## src/rtl/debounce_pkg.sv

```systemverilog
// debounce_pkg: shared state encoding and default parameters for the button conditioner.
package debounce_pkg;
    typedef enum logic [1:0] {
        ZERO  = 2'b00,
        WAIT1 = 2'b01,
        WAIT0 = 2'b10,
        ONE   = 2'b11
    } state_e;
    localparam int DEF_N_CH        = 4;
    localparam int DEF_TICKS       = 30;
    localparam int DEF_SYNC_STAGES = 2;
    localparam int DEF_LONG_TICKS  = 3000;
    localparam int DEF_RPT_TICKS   = 600;
    // Hold counter must also represent LONG_TICKS itself, the saturation value when repeat is off.
    function automatic int hold_width(input int long_ticks, input int rpt_ticks);
        return $clog2((long_ticks > rpt_ticks ? long_ticks : rpt_ticks) + 1);
    endfunction
endpackage

```

## src/rtl/deb_channel.sv

```systemverilog
// deb_channel: one button: synchroniser, debounce FSM, stability counter and long-press/repeat counter.
module deb_channel
    import debounce_pkg::*;
#(
    parameter int TICKS       = DEF_TICKS,
    parameter int SYNC_STAGES = DEF_SYNC_STAGES,
    parameter int LONG_TICKS  = DEF_LONG_TICKS,
    parameter int RPT_TICKS   = DEF_RPT_TICKS
) (
    input  logic CLK,
    input  logic rst_n,
    input  logic en,
    input  logic i_btn,
    output logic o_btn,
    output logic o_press,
    output logic o_release,
    output logic o_rpt
);
    localparam int CW = $clog2(TICKS);
    localparam int HW = hold_width(LONG_TICKS, RPT_TICKS);
    localparam logic [CW-1:0] CNT_LAST    = CW'(TICKS - 1);
    localparam logic [HW-1:0] HOLD_LAST   = HW'(LONG_TICKS - 1);
    localparam logic [HW-1:0] HOLD_SAT    = HW'(LONG_TICKS);
    localparam logic [HW-1:0] HOLD_RELOAD = HW'(LONG_TICKS - RPT_TICKS);

    logic [SYNC_STAGES-1:0] sync_q;
    state_e                 state_q, state_d;
    logic [CW-1:0]          cnt_q, cnt_d;
    logic [HW-1:0]          hold_q, hold_d;
    logic                   press_q, press_d, release_q, release_d, rpt_q, rpt_d;
    logic                   s, done, wait_st;

    always_comb begin
        s         = sync_q[SYNC_STAGES-1];
        done      = en && (cnt_q == CNT_LAST);
        wait_st   = (state_q == WAIT1) || (state_q == WAIT0);
        state_d   = state_q;
        press_d   = 1'b0;
        release_d = 1'b0;
        case (state_q)
            ZERO:    if (s) state_d = WAIT1;
            WAIT1:   if (!s) state_d = ZERO;
                     else if (done) begin
                         state_d = ONE;
                         press_d = 1'b1;
                     end
            ONE:     if (!s) state_d = WAIT0;
            WAIT0:   if (s) state_d = ONE;
                     else if (done) begin
                         state_d   = ZERO;
                         release_d = 1'b1;
                     end
            default: state_d = ZERO;
        endcase
        cnt_d  = (state_d != state_q || !wait_st) ? '0 : cnt_q + CW'(en);
        rpt_d  = (state_q == ONE) && en && (hold_q == HOLD_LAST);
        // Released-side states clear the hold time; WAIT0 freezes it so a short glitch is forgiven.
        hold_d = !state_q[1] ? '0 :
                 (state_q == WAIT0 || !en) ? hold_q :
                 rpt_d ? (RPT_TICKS > 0 ? HOLD_RELOAD : HOLD_SAT) :
                 (hold_q == HOLD_SAT) ? hold_q : hold_q + HW'(1);
    end

    always_ff @(posedge CLK or negedge rst_n) begin
        if (!rst_n) begin
            sync_q    <= '0;
            state_q   <= ZERO;
            cnt_q     <= '0;
            hold_q    <= '0;
            press_q   <= 1'b0;
            release_q <= 1'b0;
            rpt_q     <= 1'b0;
        end else begin
            sync_q    <= {sync_q[SYNC_STAGES-2:0], i_btn};
            state_q   <= state_d;
            cnt_q     <= cnt_d;
            hold_q    <= hold_d;
            press_q   <= press_d;
            release_q <= release_d;
            rpt_q     <= rpt_d;
        end
    end

    assign o_btn     = state_q[1];
    assign o_press   = press_q;
    assign o_release = release_q;
    assign o_rpt     = rpt_q;
endmodule

```

## src/rtl/btn_debounce_multi.sv

```systemverilog
// btn_debounce_multi: N independent debounced push-button channels with press/release/repeat pulses.
module btn_debounce_multi
    import debounce_pkg::*;
#(
    parameter int N_CH        = DEF_N_CH,
    parameter int TICKS       = DEF_TICKS,
    parameter int SYNC_STAGES = DEF_SYNC_STAGES,
    parameter int LONG_TICKS  = DEF_LONG_TICKS,
    parameter int RPT_TICKS   = DEF_RPT_TICKS
) (
    input  logic            CLK,
    input  logic            rst_n,
    input  logic            en,
    input  logic [N_CH-1:0] i_btn,
    output logic [N_CH-1:0] o_btn,
    output logic [N_CH-1:0] o_press,
    output logic [N_CH-1:0] o_release,
    output logic [N_CH-1:0] o_rpt,
    output logic            o_any
);
    for (genvar g = 0; g < N_CH; g++) begin : g_ch
        deb_channel #(
            .TICKS      (TICKS),
            .SYNC_STAGES(SYNC_STAGES),
            .LONG_TICKS (LONG_TICKS),
            .RPT_TICKS  (RPT_TICKS)
        ) u_ch (
            .CLK      (CLK),
            .rst_n    (rst_n),
            .en       (en),
            .i_btn    (i_btn[g]),
            .o_btn    (o_btn[g]),
            .o_press  (o_press[g]),
            .o_release(o_release[g]),
            .o_rpt    (o_rpt[g])
        );
    end

    assign o_any = |o_btn;
endmodule
```

## config.mk

```make
export PLATFORM = sky130hd
export DESIGN_NAME = btn_debounce_multi
export DESIGN_NICKNAME = d
export VERILOG_FILES = /design/src/rtl/debounce_pkg.sv /design/src/rtl/deb_channel.sv /design/src/rtl/btn_debounce_multi.sv
export SDC_FILE = /design/constraint.sdc
export NUM_CORES = 1
export LEC_CHECK = 0
export CAP_MARGIN = 15
export CORE_MARGIN = 3
export CORE_UTILIZATION = 55
export DETAILED_ROUTE_END_ITERATION = 8
export GPL_TIMING_DRIVEN = 0
export HOLD_SLACK_MARGIN = 0.03
export PLACE_DENSITY = 0.74
export SYNTH_ARGS = -nofsm -noshare
export SYNTH_HDL_FRONTEND = slang
export SYNTH_SLANG_ARGS = --single-unit
export TNS_END_PERCENT = 50
```

## constraint.sdc

```tcl
create_clock -name CLK -period 3.8 [get_ports CLK]
set_clock_uncertainty 0.2 [all_clocks]
set_input_delay 0.76 -clock CLK [delete_from_list [all_inputs] [get_ports CLK]]
set_output_delay 0.76 -clock CLK [all_outputs]
set_load 0.005 [all_outputs]
```

Yosys cells after proc, flatten, opt, wreduce, memory -nomap -nowiden
Cells that the tools add are included.

storage, ports and cells
  bits in registers = 96
  input port bits = 7
  output and inout bits = 17
  logic and storage cells = 178

operators by class
  add/subtract/negate cells = 8
  eq/ne operators = 36
  mux-type cells = 68
  reductions and logical operators = 38

operators by type and width
  cell                   count
  $mux 12                16
  $eq 12x12->1 const B   8
  $add 12x1->12 const B  4
  $mux 2                 24
  $pmux 2 s4             4
  $add 5x1->5            4
  $eq 5x5->1 const B     4
  $mux 1                 20
  $mux 5                 4
  $eq 2x2->1 const B     8
  $logic_and 1x1->1      12
  $logic_or 1x1->1       12
  $ne 3x3->1 const B     4
  $eq 2x1->1 const B     4
  $logic_not 2->1        4
  $ne 2x2->1             4
  $ne 2x2->1 const B     4
  $reduce_and 2->1       4
  $logic_not 1->1        5
  $reduce_or 4->1        1

Depth between registers and ports, before layout
  depth after elaboration = 8
  gate-level depth with buffers = 9
  mapped depth without buffers = 7

Hierarchy
From an unflattened synthesis, not the netlist that was laid out.

second synthesis, totals
  cells, all modules = 621
  area, all modules = 6015.8 um^2

modules (own cells, without submodules)
  module                           instances  cells each  area each (um^2)  sequential area each (um^2)
  deb_channel at g_ch[0].u_ch ...  3          159         1534.0            600.6
  deb_channel at g_ch[1].u_ch      1          143         1406.3            600.6
  btn_debounce_multi               1          1           7.5               0.0

Worst setup path after synthesis
No wires, ideal clock.

  path kind = reg-to-reg
  start = register g_ch[2].u_ch.state_q[1]
  end = register g_ch[2].u_ch.cnt_q[2]
  setup time = 0.124 ns
  data arrival time = 1.944 ns
  data required time = 3.476 ns
  slack = 1.533 ns
  stages on the path, launching flop included = 9
  buffers on the path = 1
  period minus slack after synthesis = 2.267 ns
  path through = dfrtp_1 clkbuf_1 clkinv_1 ha_1 or2_2 o31a_1 a2bb2oi_1 nand4_1 nor2_1

between the ends
  cells in the longest elaborated chain, start to end = 6
  elaborated cells on any way between the ends = 16
  those cells by class = eq/ne: 4; mux: 8; reduce/logical: 4

ends and longest elaborated chain
  item                              line                                  RTL
  from (decl)                       deb_channel.sv:27                     state_e state_q, state_d;
  from (signal assigned)            deb_channel.sv:75                     state_q <= state_d;
  $mux 2, on equally long branches  deb_channel.sv:49, deb_channel.sv:43
  $mux 2, on equally long branches  deb_channel.sv:48, deb_channel.sv:42
  $pmux 2 s4                        deb_channel.sv:40                     case (state_q)
  $ne 2x2->1                        deb_channel.sv:55                     cnt_d = (state_d != state_q || !wait_st) ? '0 : cnt_q + CW'(en);
  $logic_or 1x1->1 (*)              deb_channel.sv:55
  $mux 5 (*)                        deb_channel.sv:55
  via g_ch[2].u_ch.cnt_d[2]         deb_channel.sv:28                     logic [CW-1:0] cnt_q, cnt_d;
  to (signal assigned)              deb_channel.sv:76                     cnt_q <= cnt_d;
  to (decl)                         deb_channel.sv:28

The timed path passes the listed nets; every way through them passes the cells marked *.
A chain may end at the register's enable or synchronous reset.

Final worst setup path
  start = register g_ch[2].u_ch.state_q[1]
  end = output o_any

between the ends
  cells in the longest elaborated chain, start to end = 1

ends and longest elaborated chain
  item             line                      RTL
  $reduce_or 4->1  btn_debounce_multi.sv:39  assign o_any = |o_btn;
  to (decl)        btn_debounce_multi.sv:19  output logic o_any

Every way passes these cells.

==> flow_summary.toml <==
[routing]
vias_per_cell = 5.88
drt_wl_total_um = 11900
dr.pass1.iters = 5
drt_iter0_markers = 245
post-route-drc-count = 0
vias = 4658
postRouteAntennaNets = 0
drt-wirelength-per-cell_um = 15.0

[floorplanning]
die_w_um = 107
ios = 24
core_um2 = 9910
row_count = 36
initial_core_util_pct = 57.1
die-height_um = 107
dieArea_um2 = 11500

[timing]
final_hold_viol_count = 0
slew_headroom_pct = 53.6
max_freq_ghz = 0.300
rsz0062_at_grt = "no"
worst_slew_pin_slew_ns = 0.695
setup_viol = 0
min_period_ns = 3.34
whs_ns = 0.0894
finalCritPeriodShare_pct = 87.8
slew_violations = 0

[synthesis]
yosys_warnings = 0
yosysUniqueCellTypes = 65
synth_compound_area_share_pct = 16.9
synth_edf_count = 0
synth_top_family_by_area = "simple AND/OR/NAND/NOR gates"
async_flop_share_pct = 100
ys_ff_latch = 96
synth.net_count = 658
syn_inst = 619
netlist_area_um2 = 5660
synth-seq-area-share_pct = 42.5
synthFlopType = "dfrtp_1"
synth_area_per_cell_um2 = 9.14
yosys.area_share.adder_pct = 7.08
yosys.area_share.simple_pct = 23.9
synth_mux_area_share_pct = 0.177
synth-xor-area-share_pct = 3.72

[placement]
dp_hpwl_um = 8420
placed_area_um2 = 6080
gp_congestion = 0.889
io_buffers = 23

[clock_network]
cts_tree = "yes"
htree_num_levels = 3
cts_resized = 0
clk_latency_ns = 0.37
hold_buffers = 0
cts_sinks = 96
cts_made_buffers = 9
clk_path_buf_depth = 2
cts_root_buf = "clkbuf_8"
post-cts-setup-buffers = 0
path_clk_slew_ns = 0.10

[final_layout]
antenna_cells = 0
layout_common_cells = "96 x dfrtp_1, 61 x nor2_1, 57 x nand2_1, 41 x a21oi_1, 34 x inv_1"
stdcell_area_um2 = 6260
layout_commonest_cell = "dfrtp_1"
num-nets-final = 693
drive_gt1_share_pct = 8.80
syn2layout_area_growth_pct = 10.6
fillCellCount = 858

[run]
drv_cap = 0

[worst_setup_path]
path_class = "reg2out"
cp.arrival_ns = 2.38
crit_start = "g_ch[2].u_ch.state_q[1]$_DFF_PN0_"
path_max_fanout = 11
r2r-start = "g_ch[3].u_ch.state_q[1]$_DFF_PN0_"
worstPathRequired_ns = 2.84
critical_path.startpoint_type = "flip-flop"
critPathCaptureType = "output port"

[hold_path]
hold_path.class = "in2async"

[status]
run_status = "finished, final reports clean"

[grt]
grt_max_degree = 72
gr-total-overflow = 0
grt_usage_pct = 21.8
antenna_found_initial = 0
grt_pass1_vias = 4526
grt_pass1_wl_um = 20600

[power]
power.density_nw_per_um2 = 442
p_leak_nw = 2.63
power_w = 0.00277
vdd_drop_max_mv = 0.279
[sequential cells by signal (all words and copies together) (netlist names)]
register,flops
g_ch.u_ch.cnt_q,20
g_ch.u_ch.hold_q,48
g_ch.u_ch.o_release,4
g_ch.u_ch.o_press,4
g_ch.u_ch.sync_q,8
g_ch.u_ch.state_q,8
g_ch.u_ch.o_rpt,4
[synthesized netlist by cell type (all sizes together) (7+ instances only)]
| cell | instances | area [µm²] |
|---|---|---|
| a31oi | 8 | 50.1 |
| nand4b | 9 | 78.8 |
| o31ai | 7 | 52.6 |
| nand3 | 33 | 165 |
| a21oi | 41 | 205 |
| nand2 | 57 | 214 |
| nor3 | 11 | 55.1 |
| o21ai | 31 | 155 |
| dfrtp | 96 | 2400 |
| nand4 | 17 | 106 |
| and3 | 9 | 56.3 |
| o221a | 7 | 78.8 |
| ha | 32 | 400 |
| nand3b | 7 | 52.6 |
| buf | 20 | 138 |
| nor2 | 61 | 229 |
| inv | 35 | 131 |
| xnor2 | 11 | 96.3 |
| clkbuf | 14 | 55.1 |
| xor2 | 13 | 114 |
[stage by stage]
stage / utilization (%) / instances / setup slack [ns] / setup TNS [ns]
2_1_floorplan: - / 619 / 1.53 / 0
3_3_place_gp: 61.1 / 775 / -1.74 / -166.07
3_5_place_dp: 61.4 / 776 / 0.360 / 0
4_1_cts: 63.2 / 792 / 0.431 / 0
5_1_grt: 63.2 / 792 / 0.250 / 0
6_report: 63.2 / 792 / 0.463 / 0
[final timing paths]
path,end,slack [ns],cells past startpoint
max,o_any,0.46,4
min,g_ch[3].u_ch.hold_q[3]$_DFFE_PN0P_,0.09,1
max reg2reg,g_ch[3].u_ch.cnt_q[1]$_DFF_PN0_,0.96,7
min reg2reg,g_ch[1].u_ch.sync_q[1]$_DFF_PN0_,0.15,0
max in group asynchronous,g_ch[1].u_ch.state_q[0]$_DFF_PN0_,2.65,2
min in group CLK,g_ch[1].u_ch.sync_q[1]$_DFF_PN0_,0.15,0
[layer usage]
layer / global-route usage [%] / up-vias / wire length, µm
met2: 37.3 / 107 / 5880
met3: 3.00 / 13 / 348
met1: 28.4 / 2268 / 5480
met4: 8.03 / 0 / 157
met5: 0 / - / 0
li1: - / 2270 / -
[power breakdown]
group	switching [W]	internal [W]	leakage, nW	total (W)
registers	0.000104	0.00110	1.31	0.00120
logic	0.000570	0.000375	1.24	0.000945
clock network	0.000375	0.000244	0.0862	0.000619
[cell type report]
class / count / area [µm²] / area share [%]
clock inverter: 7 / 55.1 / 0.880
multi-input combinational: 452 / 2920 / 46.7
timing repair buffer: 24 / 255 / 4.08
buffer: 34 / 193 / 3.08
inverter: 37 / 139 / 2.22
sequential: 96 / 2400 / 38.4
tap: 133 / 166 / 2.66
clock buffer: 9 / 124 / 1.98
[logic make-up (layout without fill, tap and decap cells)]
| kind of cell | count (synthesis) | after routing |
|---|---|---|
| compound gates | 140 | 140 |
| xor+xnor | 24 | 24 |
| fa+ha+maj | 32 | 32 |
| buf+inv | 71 | 111 |
| flops | 96 | 96 |
| mux | 1 | 1 |
| simple gates | 255 | 255 |
[critical path, stage by stage (launching register included)]
cell and delay (ns):
dfrtp_1 0.41, clkbuf_1 0.41, clkinv_1 0.43, nand4_1 0.24
clkdlybuf4s50_1 0.52
Power figures use the tool's default switching activity.
